[src/rtl/alu_share_arb.sv]
// Round-robin arbiter that shares one external combinational ALU between two requesters.
// One operation is in flight at a time: accept in IDLE, drive the ALU in EXEC, return the result in RESP.
module alu_share_arb #(
  parameter int WIDTH = 32,
  parameter int OPW   = 4
) (
  input  logic             clk,
  input  logic             rstn,

  input  logic             req0_valid,
  output logic             req0_ready,
  input  logic [OPW-1:0]   req0_op,
  input  logic [WIDTH-1:0] req0_a,
  input  logic [WIDTH-1:0] req0_b,
  output logic             rsp0_valid,
  input  logic             rsp0_ready,
  output logic [WIDTH-1:0] rsp0_c,
  output logic             rsp0_zero,

  input  logic             req1_valid,
  output logic             req1_ready,
  input  logic [OPW-1:0]   req1_op,
  input  logic [WIDTH-1:0] req1_a,
  input  logic [WIDTH-1:0] req1_b,
  output logic             rsp1_valid,
  input  logic             rsp1_ready,
  output logic [WIDTH-1:0] rsp1_c,
  output logic             rsp1_zero,

  output logic [WIDTH-1:0] alu_a,
  output logic [WIDTH-1:0] alu_b,
  output logic [OPW-1:0]   alu_op,
  input  logic [WIDTH-1:0] alu_c,
  input  logic             alu_zero
);

  localparam logic [OPW-1:0] ALU_NOP = '0;

  typedef enum logic [1:0] {IDLE, EXEC, RESP} state_t;

  state_t           state;
  logic             owner;
  logic             rr_ptr;
  logic [OPW-1:0]   op_q;
  logic [WIDTH-1:0] a_q;
  logic [WIDTH-1:0] b_q;
  logic [WIDTH-1:0] c_q;
  logic             zero_q;

  logic grant;
  logic any_valid;
  logic rsp_fire;
  logic in_exec;

  // NOTE: every signal assigned in always_comb gets a default first, so no path leaves it unassigned (no latch).
  always_comb begin
    grant = 1'b0;
    if (req0_valid && req1_valid) grant = rr_ptr;
    else if (req1_valid)          grant = 1'b1;
  end

  assign any_valid = req0_valid | req1_valid;

  // Gated by rstn so ready reads 0 while reset is held, even if a requester is already valid.
  assign req0_ready = rstn && (state == IDLE) && req0_valid && !grant;
  assign req1_ready = rstn && (state == IDLE) && req1_valid &&  grant;

  assign rsp_fire = (state == RESP) && (owner ? rsp1_ready : rsp0_ready);

  // NOTE: sequential state uses non-blocking assignments so every register samples pre-edge values.
  always_ff @(posedge clk or negedge rstn) begin
    if (!rstn) begin
      state  <= IDLE;
      owner  <= 1'b0;
      rr_ptr <= 1'b0;
      op_q   <= ALU_NOP;
      a_q    <= '0;
      b_q    <= '0;
      c_q    <= '0;
      zero_q <= 1'b0;
    end else begin
      case (state)
        IDLE: begin
          if (any_valid) begin
            owner <= grant;
            op_q  <= grant ? req1_op : req0_op;
            a_q   <= grant ? req1_a  : req0_a;
            b_q   <= grant ? req1_b  : req0_b;
            state <= EXEC;
          end
        end
        EXEC: begin
          c_q    <= alu_c;
          zero_q <= alu_zero;
          state  <= RESP;
        end
        RESP: begin
          if (rsp_fire) begin
            rr_ptr <= ~owner;
            state  <= IDLE;
          end
        end
        default: state <= IDLE;
      endcase
    end
  end

  // The shared ALU only sees real operands during EXEC; otherwise it is held quiet.
  assign in_exec = (state == EXEC);
  assign alu_op  = in_exec ? op_q : ALU_NOP;
  assign alu_a   = in_exec ? a_q  : '0;
  assign alu_b   = in_exec ? b_q  : '0;

  assign rsp0_valid = (state == RESP) && !owner;
  assign rsp1_valid = (state == RESP) &&  owner;
  assign rsp0_c     = rsp0_valid ? c_q    : '0;
  assign rsp0_zero  = rsp0_valid ? zero_q : 1'b0;
  assign rsp1_c     = rsp1_valid ? c_q    : '0;
  assign rsp1_zero  = rsp1_valid ? zero_q : 1'b0;

endmodule

[config.mk]
export PLATFORM = sky130hd
export DESIGN_NAME = alu_share_arb
export DESIGN_NICKNAME = d
export VERILOG_FILES = /design/src/rtl/alu_share_arb.sv
export SDC_FILE = /design/constraint.sdc
export NUM_CORES = 1
export LEC_CHECK = 0
export CAP_MARGIN = 20
export CORE_ASPECT_RATIO = 0.5
export CORE_UTILIZATION = 43
export CTS_BUF_LIST = sky130_fd_sc_hd__clkbuf_16
export DETAILED_ROUTE_END_ITERATION = 6
export GPL_TIMING_DRIVEN = 1
export PLACE_DENSITY_LB_ADDON = 0.3
export SYNTH_ARGS = -nofsm -noshare
export SYNTH_HDL_FRONTEND = slang
export SYNTH_SLANG_ARGS = --single-unit
[constraint.sdc]
create_clock -name clk -period 4.2 [get_ports clk]
set_input_delay 0.63 -clock clk [delete_from_list [all_inputs] [get_ports clk]]
set_output_delay 0.63 -clock clk [all_outputs]
set_load 0.01 [all_outputs]
==> results of run 1 <==
-- critical path, delay by kind of cell (launching register included) --
family | cells | cell delay (ps)
simple gates | 2 | 1060
buf+inv | 2 | 680
flops | 1 | 420
-- placed cells by master (no fill, tap or decap), types with 3 or more instances in the layout --
cell                                n
sky130_fd_sc_hd__a21oi_1           69
sky130_fd_sc_hd__a31oi_1           69
sky130_fd_sc_hd__and2_1           134
sky130_fd_sc_hd__buf_4             11
sky130_fd_sc_hd__clkbuf_16          9
sky130_fd_sc_hd__clkdlybuf4s50_1  310
sky130_fd_sc_hd__dfrtp_1          105
sky130_fd_sc_hd__inv_1              3
sky130_fd_sc_hd__mux2_2            33
sky130_fd_sc_hd__nand3_1           69
sky130_fd_sc_hd__nor2_1             4
sky130_fd_sc_hd__o21ai_0           70
-- registers in the layout (all words and copies together), names as in the netlist --
signal / count
zero_q: 1
b_q: 32
state: 2
a_q: 32
op_q: 4
owner: 1
c_q: 32
rr_ptr: 1
-- kinds of logic (layout without fill, tap and decap cells) --
| group | after synthesis | after routing | synth area share (%) |
|---|---|---|---|
| buffers and inverters | 74 | 344 | 5.809 |
| flip-flops | 105 | 105 | 45.86 |
| multiplexers | 33 | 33 | 6.486 |
| AND/OR/NAND/NOR | 216 | 216 | 21.88 |
| AO/OA/AOI/OAI | 210 | 210 | 19.96 |
-- per-layer routing --
layer / wire [µm] / track usage, %
met1: 7361 / 33.31
met5: 0 / 0
met4: 860 / 13.18
met2: 9517 / 47.58
met3: 1530 / 6.160
-- per-stage QoR --
stage / instance area, µm² / hold slack [ps] / std cells
2_1_floorplan: 5729 / 334.4 / 638
3_3_place_gp: 8831 / 499.1 / 1060
5_1_grt: 9174 / 223.7 / 1078
6_report: 9174 / 209.5 / 1078
4_1_cts: 9146 / 210.0 / 1077
3_5_place_dp: 8851 / 506.8 / 1061
-- layout make-up --
class	count	area (µm²)
flip-flops and latches	105	2628
clock inverters	7	70.07
fillers	977	3671
clock buffers	9	225.2
multi-input cells	459	2785
well taps	170	212.7
repair buffers	324	3238
inverters	4	15.01
-- how the worst min path moves through the flow --
stage                        startpoint                  end  slack (ps)  cells past startpoint
global placement     c_q[0]$_DFFE_PN0N_   c_q[0]$_DFFE_PN0N_         500                      1
floorplan                          rstn   a_q[0]$_DFFE_PN0P_         330                      0
global route                       rstn  a_q[26]$_DFFE_PN0P_         220                      1
CTS                                rstn  a_q[26]$_DFFE_PN0P_         210                      1
finish                             rstn  a_q[26]$_DFFE_PN0P_         210                      1
detailed placement  c_q[15]$_DFFE_PN0N_  c_q[15]$_DFFE_PN0N_         510                      1
-- power by group through the flow --
stage / Combinational [µW] / Clock, µW / Sequential, µW
after global routing: 3160 / 900 / 1900
after detailed placement: 2920 / 0 / 1850
after global placement: 2850 / 0 / 1830
final: 2910 / 848 / 1830
after CTS: 2920 / 861 / 1840
after floorplan: 1660 / 0 / 1730
==> results, run 1 <==
- The flow ran to the end, but the final reports show violations.
- The final reports fail on design-rule violations.
- The routed layout has 6052 vias.
- The via count of the first global-routing pass is 5850.
- After synthesis, the cell types taking the most area are sky130_fd_sc_hd__dfrtp_1 (46%), sky130_fd_sc_hd__and2_1 (15%), sky130_fd_sc_hd__a31oi_1 (7.5%).
- Of the total power, the share spent switching nets is 36.80%.
- The leakage dissipation is 0.003548 µW.
- The most used flip-flop cell after synthesis is sky130_fd_sc_hd__dfrtp_1.
- The post-route core utilization is 71.42%.
- For this run, design rule violations remaining after detail routing come to 31.
- The number of levels in the clock H-tree is 3.
- The portion of the post-synthesis area used by sequential elements is 45.86%.
- After clock tree synthesis, the clock-pin slew on the worst setup and hold paths is 70 ps.
- The worst path uses 74.50% of the clock period.
- The count of flip-flops with a built-in enable after synthesis is 0.
- The slowest library cell on the worst path is sky130_fd_sc_hd__and3_1.
- The slack of the worst reg-to-reg path is 2070 ps.
- The internal portion of total power is 3533 µW.
- The clock tree from TritonCTS is done.
- The clock network is responsible for 15.2% of the overall power.
- Counting flops with an async set or reset pin after synthesis yields a share of 100.0%.
- The clock root buffer is sky130_fd_sc_hd__clkbuf_16.
- The final antenna diode count is 0.
- The cell type contributing the most total cell area after synthesis is sky130_fd_sc_hd__dfrtp_1.
- The maximum clock frequency is 319.6 MHz.
- The kind of critical path is flop to output pin.
- The total of endpoints with negative setup slack in the final report is 0.
- The worst slack at placement is 1379 ps.
- The first TritonRoute pass finished after 7 iterations.
- The final number of hold-violating endpoints is 0.
- Setup repair after global routing left no endpoint under its margin.
- The post-detailed-routing wire length is 19.27 mm.
- Post-CTS timing repair inserted 0 buffers for setup.
- The number of buffers created by CTS is 9.
- The routed length per placed instance is 17.87 µm.
- The placeable core area is 12840 µm².
- The proportion of layout cells with a drive suffix above 1 is 7.599%.
- The worst register-to-register path ends at c_q[5]$_DFFE_PN0N_.
- The weighted congestion reported at the end of routability-driven placement is 0.8224.
- Once the clock tree was built, the resizer swapped 0 gates to a different size.
- The initial utilization of the core area, before any placement, comes to 44.60%.
- In this run the remaining antenna-violating nets after routing total 0.
- Across every metal layer, demand over resource in global routing totals 27.88%.
- The net switching power figure is 2057 µW.
- The max-slew violation count is 0.
- The clock latency on the worst-skew pair is 340 ps.
- At the pin with the least slew margin, the transition time is 1012 ps.
- The sum of negative setup slack is 0 ps.
- Counting instances in the post-synthesis netlist gives the leading cell types as sky130_fd_sc_hd__and2_1 (134), sky130_fd_sc_hd__dfrtp_1 (105), sky130_fd_sc_hd__o21ai_0 (70).
- Sequential cells account for 32.8% of the total power.
- Entering global routing, the biggest net connects 79 pins.
- After the last flow step, the layout net total stands at 1078.
- The critical path startpoint category is a flop.
- Input and output buffers added on the ports amount to 312.
- Power spread over the standard cell area amounts to 609.4 nW/µm².
- Setup slack closes at 1071 ps.
- The max-cap violation count is 0.
- The top-level port count is 313.
- The wire-length estimate of the detail-placed layout is 12.87 mm.
- Synthesis produced 638 cells.
- The via density per instance is 5.614.
- The first-pass GRT wire length is 30.13 mm.
- The path class of the tightest hold or removal check is input pin to asynchronous set/reset pin.
- The number of antenna violations at the first check in global routing is 0.
- The startpoint identified for the worst register-to-register timing path is state[0]$_DFFE_PN0P_.
- For this run, the number of Yosys warnings is 0.
- The die footprint is 13820 µm².
- The total number of placement rows is 29.
- The critical path starts at state[0]$_DFFE_PN0P_.
- The die is 83.62 µm tall.
- For the worst setup path, the data arrival time is 2500 ps.
- The aggregate global routing overflow is 0.
- The time the worst path needs with I/O delays and setup is 3129 ps.
- The maximum vdd ir drop is 363.4 µV.
- The number of clock sinks is 105.
- Hold repair after CTS inserted 0 buffers.
- The flip-flop and latch count after synthesis is 105.
- From left edge to right edge, the die measures 165.2 µm.
- A synthesized cell averages 8.980 µm².
- The signal on the critical path passes through inv_1, and3_1, and2_1, clkdlybuf4s50_1.
- Measured against its own limit, the worst slew margin works out to 32.51%.
- In this run, distinct cell masters in the synthesized netlist total 22.
- In this run the worst setup path terminates at rsp1_c[20].
- The most common cell in the netlist is sky130_fd_sc_hd__and2_1.
- The post-synthesis net count is 813.
- The category of the worst setup path capture point is an output pin.
- The share of synthesized area in the top cell type comes to 45.86%.
- On the worst path, the slowest cell contributes a delay of 810 ps.
- The number of buffers on the longest clock path is 2.
- The area growth from synthesis to final layout is 60.12%.
- On the final layout, the worst clock skew is 5.676 ps.
- The length in cells of the worst reg-to-reg path is 5.
- The synthesized netlist occupies a cell area of 5729 µm².
- In this run, the combinational gates consume 52.1% of the power.
- In this run the worst path has a maximum fanout of 34.
- The first routing iteration left 463 violations.
- Data on the critical path is required at its endpoint by 3570 ps.
- Overall power consumption after layout is estimated at 5590 µW.
No activity file was read; power rests on OpenSTA's default activity.
==> inputs of run 2 (changes only) <==
- CORE_UTILIZATION: 43 -> 40
- clock period: 4.2 -> 3 ns (I/O delays scaled with it)
==> results, run 2 (same netlist as run 1, synthesis figures left out) <==
- For this design the static power due to leakage is 0.003572 µW.
- The tree is rooted in a sky130_fd_sc_hd__clkbuf_16.
- The run finished with clean final reports.
- The number of remaining DRC errors is 0.
- The category of the worst setup path capture point is an output pin.
- The worst slew margin relative to its limit is 48.01%.
- Traced cell by cell, the critical path runs through inv_1, nor2_4, buf_4, and2_1, clkdlybuf4s50_1.
- Pin placement for this block handled 313 I/O pins.
- The max-cap violation count is 0.
- The kind of critical path is flop to output pin.
- The number of buffers on the longest clock path is 2.
- The final number of hold-violating endpoints is 0.
- The areal power density over the cells is 853.4 nW/µm².
- The number of buffers inserted for hold repair after clock tree synthesis is 0.
- In this run, CTS created clock tree buffers numbering 9.
- The clock-pin slew reported for the worst setup and hold paths after clock tree synthesis is 80 ps.
- For this run, the detailed router's first-pass iteration total came to 5.
- The largest net degree at the start of global routing is 70.
- Timing would allow up to 389.2 MHz.
- The area growth from synthesis to final layout is 61.21%.
- For this design, the slowest cell found on the critical path is sky130_fd_sc_hd__clkdlybuf4s50_1.
- In this run, post-CTS repair resized a total of 0 instances.
- The number of antenna violations at the first check in global routing is 1.
- The initial standard-cell utilization of the core is 41.59%.
- The register area is 2628 µm².
- The max-slew violation count came to 0.
- The routed length per placed instance is 17.51 µm.
- In the layout the commonest cells are sky130_fd_sc_hd__clkdlybuf4s50_1 (310), sky130_fd_sc_hd__and2_1 (134), sky130_fd_sc_hd__dfrtp_1 (105), sky130_fd_sc_hd__o21ai_0 (70).
- The clock latency on the worst-skew pair is 350 ps.
- In this design, the stage delay of the slowest critical-path cell is 540 ps.
- The largest registers in the layout are a_q x32, b_q x32, c_q x32.
- STA classifies the critical path startpoint as a flop.
- The worst register-to-register path has a depth of 5.
- Subtracting the final worst setup slack from the clock period gives 2569 ps.
- The first global-routing pass estimated 30.08 mm of wire.
- The via count is 5947.
- The die is 86.63 µm tall.
- The minimum setup slack in the final design is 430.6 ps.
- The clock tree from TritonCTS is done.
- The sum of negative setup slack is 0 ps.
- The count of nets left with antenna violations after detail routing is 0.
- The die footprint is 14830 µm².
- The via count of the first global-routing pass is 5829.
- The maximum net fanout on the critical path is 41.
- The initial detailed-routing violation count is 356.
- After detailed routing, the number of vias per cell comes to 5.377.
- In this run the tool buffered the top-level ports with 312 buffer cells.
- Timing analysis after detailed placement gives a worst setup slack of 555.1 ps.
- The min-delay analysis places its worst path in the category input pin to asynchronous set/reset pin.
- Leaving out fill and tap cells, the most frequent cell in the layout is sky130_fd_sc_hd__clkdlybuf4s50_1.
- The HPWL reported at the end of detailed placement is 13.23 mm.
- The proportion of layout cells with a drive suffix above 1 is 8.324%.
- The number of nets in the finished design is 1083.
- The critical path data arrival time is 2120 ps.
- The post-CTS setup buffer count is 0.
- The number of fill cells is 1131.
- Setup repair after global routing left no endpoint under its margin.
- Across the VDD grid, the largest voltage drop is 479.3 µV.
- Global routing used 26.02% of the available tracks across all layers.
- The width of the die is 171.3 µm.
- CTS built an H-tree with a depth of 3.
- The post-detailed-routing wire length is 19.37 mm.
- Dividing the final minimum period by the clock period gives 85.65%.
- Summing all multi-input logic gate instances after layout gives 2785 µm².
- The congestion estimate from routability-driven global placement came to 0.8748.
- For the pin with the worst max-slew slack, the measured transition is 779.9 ps.
- Setup violations remaining at the end of the flow were counted as 0.
- The placeable core area is 13780 µm².
- The worst-case clock skew is 6.216 ps.
- The clock drives 105 sinks.
- Data on the critical path is required at its endpoint by 2550 ps.
- The aggregate global routing overflow is 0.
- After floorplanning, the core was divided into 30 placement rows.
==> run 2: changes by cell type in the layout (fill, tap and decap cells not counted) <==
cell | before | now
sky130_fd_sc_hd__buf_4 | 11 | 17
sky130_fd_sc_hd__clkinv_1 | 1 | 0
sky130_fd_sc_hd__buf_16 | 1 | 0
sky130_fd_sc_hd__inv_8 | 0 | 2
sky130_fd_sc_hd__diode_2 | 0 | 1
sky130_fd_sc_hd__inv_1 | 3 | 2
==> run 2: power breakdown <==
| group | internal, µW | switching [µW] | total, µW | leakage (µW) |
|---|---|---|---|---|
| sequential | 2140 | 397 | 2540 | 0.00119 |
| combinational | 2170 | 1930 | 4100 | 0.00223 |
| clock | 664 | 578 | 1240 | 0.000146 |
==> run 2: layout make-up <==
cell class / instances / share of cell area, %
flip-flops and latches: 105 / 28.45
multi-input cells: 459 / 30.15
repair buffers: 329 / 35.25
inverters: 4 / 0.1626
well taps: 192 / 2.601
clock inverters: 7 / 0.9212
clock buffers: 9 / 2.438
diodes: 1 / 0.02709
==> run 2: path summary, 6_finish.rpt <==
| kind | to | slack, ps | startpoint |
|---|---|---|---|
| max in group asynchronous | a_q[31]$_DFFE_PN0P_ | 1500 | rstn |
| hold reg to reg | c_q[10]$_DFFE_PN0N_ | 520 | c_q[10]$_DFFE_PN0N_ |
| setup / recovery | alu_a[1] | 430 | state[0]$_DFFE_PN0P_ |
| setup reg to reg | c_q[18]$_DFFE_PN0N_ | 1180 | state[0]$_DFFE_PN0P_ |
| hold / removal | a_q[29]$_DFFE_PN0P_ | 4 | rstn |
| min in group clk | c_q[10]$_DFFE_PN0N_ | 520 | c_q[10]$_DFFE_PN0N_ |
==> run 2: per-stage QoR <==
stage | std cells | hold WS [ps] | util (%) | power [µW] | cell area (µm²)
2_1_floorplan | 638 | 154.4 | - | 4741 | 5729
3_3_place_gp | 1089 | 382.1 | 64.78 | 6586 | 8924
3_5_place_dp | 1089 | 391.0 | 64.78 | 6690 | 8924
4_1_cts | 1105 | 14.91 | 67.03 | 7944 | 9234
5_1_grt | 1105 | 26.84 | 67.03 | 8414 | 9234
6_report | 1106 | 4.329 | 67.05 | 7883 | 9236
==> run 2: per-layer routing <==
| metal | up-vias | GRT usage, % | routed length, µm |
|---|---|---|---|
| met2 | 234 | 46.34 | 9838 |
| li1 | 2799 | - | - |
| met4 | 0 | 10.71 | 676 |
| met3 | 49 | 5.982 | 1122 |
| met1 | 2865 | 30.54 | 7732 |
| met5 | - | 0 | 0 |
==> run 2: critical path: cells and delay by family (launching register included) <==
| family | cells | cell delay, ps |
|---|---|---|
| DFF | 1 | 410 |
| and+or+nand+nor | 2 | 330 |
| buffers and inverters | 3 | 1020 |
==> inputs of run 3 (changes only) <==
- CORE_ASPECT_RATIO: 0.5 -> 1.1
- clock period: 3 -> 2.45 ns (I/O delays scaled with it)
==> results, run 3 (same netlist as run 1, synthesis figures left out) <==
- The flow ran to the end, and the final reports show no timing, DRC or antenna violations.
- The worst min-delay path category is input pin to asynchronous set/reset pin.
- The worst setup path is of the flop to output pin kind.
- The number of buffers on the longest clock path is 2.
- For this design the static power due to leakage is 0.003671 µW.
- After global routing the overflow that remains totals 0.
- For this design the top-level I/O count stands at 313.
- In the final layout, the registers with the most flip-flops are a_q x32, b_q x32, c_q x32.
- The weighted congestion reported at the end of routability-driven placement is 0.8080.
- IR analysis of the VDD net gives a maximum drop of 473.7 µV.
- Hold repair after CTS inserted 0 buffers.
- The post-route core utilization is 66.88%.
- The largest stage delay on the critical path is 540 ps.
- Dividing the detail-routed wire length by the instance count gives 17.42 µm.
- After detailed routing, the total wire length is 19.20 mm.
- The number of levels in the clock H-tree is 3.
- The die outline height is 127.5 µm.
- The top cell types in the final layout, fill and taps aside, are sky130_fd_sc_hd__clkdlybuf4s50_1 (306), sky130_fd_sc_hd__and2_1 (134), sky130_fd_sc_hd__dfrtp_1 (104), sky130_fd_sc_hd__o21ai_0 (70).
- After routing the design area is 9301 µm².
- For the worst flop-to-flop path, the logic depth is 6.
- The first routing iteration left 282 violations.
- The slack of the worst reg-to-reg path is 500 ps.
- The count of nets left with antenna violations after detail routing is 0.
- Clock skew on the completed layout was measured at 9.951 ps.
- The initial standard-cell utilization of the core is 41.20%.
- The number of stages on the worst setup path is 5.
- The number of clock sinks is 105.
- The max-slew violation count was 0.
- The via density per instance is 5.338.
- At the pin with the least slew margin, the transition time is 731.4 ps.
- The largest net degree at the start of global routing is 81.
- Leaving out fill and tap cells, the most frequent cell in the layout is sky130_fd_sc_hd__clkdlybuf4s50_1.
- From left edge to right edge, the die measures 116.1 µm.
- The via count of the first global-routing pass was 5809.
- The number of buffer cells added on primary ports is 312.
- The final number of hold-violating endpoints is 0.
- The final antenna diode count is 0.
- In this design, the largest share of critical-path delay is due to buffers and inverters.
- Clock tree synthesis inserted a total of 9 buffers.
- STA puts the critical path data required time at 2080 ps.
- The first global-routing pass estimated 30.40 mm of wire.
- The total number of placement rows is 45.
- Together, buffers and inverters on the worst path number 2.
- In the final layout, the share of cells above drive strength 1 is 8.534%.
- Setup repair after global routing could not meet its margin everywhere.
- The floorplan step defined a die boundary enclosing 14810 µm².
- The first detailed-routing pass ran for 4 iterations.
- The instance area after placement is 8984 µm².
- The areal power density over the cells is 1034 nW/µm².
- CTS placed an instance of sky130_fd_sc_hd__clkbuf_16 at the clock tree root.
- The area growth from synthesis to layout is 62.35%.
- The final critical path takes up 96.11% of the cycle.
- The routed layout has 5882 vias.
- The maximum clock frequency is 424.7 MHz.
- The net count of the finished layout is 1086.
- The category of the worst setup path capture point is an output pin.
- Clock-pin slew was measured on the worst setup and hold paths at 70 ps.
- The clock tree from TritonCTS is done.
- The time the worst path needs with I/O delays and setup is 2355 ps.
- The worst slew margin relative to its limit is 51.24%.
- The total power is 9616 µW.
- Final hold analysis gives a worst-case slack of 53.44 ps.
- STA classifies the critical path startpoint as a flop.
- On the critical path, the stage with the largest delay is an instance of sky130_fd_sc_hd__clkdlybuf4s50_1.
- The floorplan step defined a core boundary enclosing 13910 µm².
- The max-cap violation count is 0.
- After detailed routing, the number of remaining DRC violations is 0.
- Traced cell by cell, the critical path runs through nand2b_1, nor2_2, buf_12, and2_1, clkdlybuf4s50_1.
- Once detailed placement completed, the half-perimeter wirelength came to 13.12 mm.
- The number of antenna violations at the first check in global routing was 1.
- Setup violations remaining at the end of the flow were counted as 0.
- For the worst-skew pair, the clock arrives at the later sink with an insertion delay of 340 ps.
- Of all nets on the critical path, the largest fanout is 34.
- Data arrives at the worst endpoint at 1990 ps.
- In the global route stage, overall resource usage came out at 26.53%.
## run 3: where the power goes
part           total, µW  switching [µW]  internal [µW]
clock network       1400             621            775
registers           3120             490           2630
logic               5100            2360           2740
## run 3: area by class of cell
cell class | count | area [µm²]
Sequential cell | 105 | 2629
Multi-Input combinational cell | 459 | 2788
Clock inverter | 5 | 51.30
Timing Repair Buffer | 332 | 3358
Tap cell | 188 | 235.2
Clock buffer | 9 | 225.2
Fill cell | 1211 | 4606
Inverter | 4 | 15.01
## run 3: final timing paths
check,from,end
min reg2reg,c_q[8]$_DFFE_PN0N_,c_q[8]$_DFFE_PN0N_
max,state[0]$_DFFE_PN0P_,rsp0_c[1]
min in group clk,req1_valid,owner$_DFFE_PN0P_
max reg2reg,state[1]$_DFFE_PN0P_,a_q[28]$_DFFE_PN0P_
max in group asynchronous,rstn,op_q[2]$_DFFE_PN0P_
min,rstn,a_q[31]$_DFFE_PN0P_
## run 3: metrics by stage
stage / std cells / TNS (ps) / worst slack, ps
finish: 1102 / 0 / 95.25
global route: 1102 / -6.380 / -6.380
CTS: 1101 / 0 / 21.59
detailed placement: 1087 / 0 / 192.5
global placement: 1087 / 0 / 200.6
floorplan: 638 / 0 / 833.1
## run 3: layer usage
metal	track usage, %	vias to the layer above	share of wire, %
met5	0	-	0.068
met4	12.37	2	4.2
met3	7.495	53	9.6
met2	45.48	271	49
met1	30.29	2765	37
li1	-	2791	-
## run 3: timing repair
action	CTS	global route
setup endpoints to repair	0	40
buffers inserted	0	0
gates resized for setup	0	7
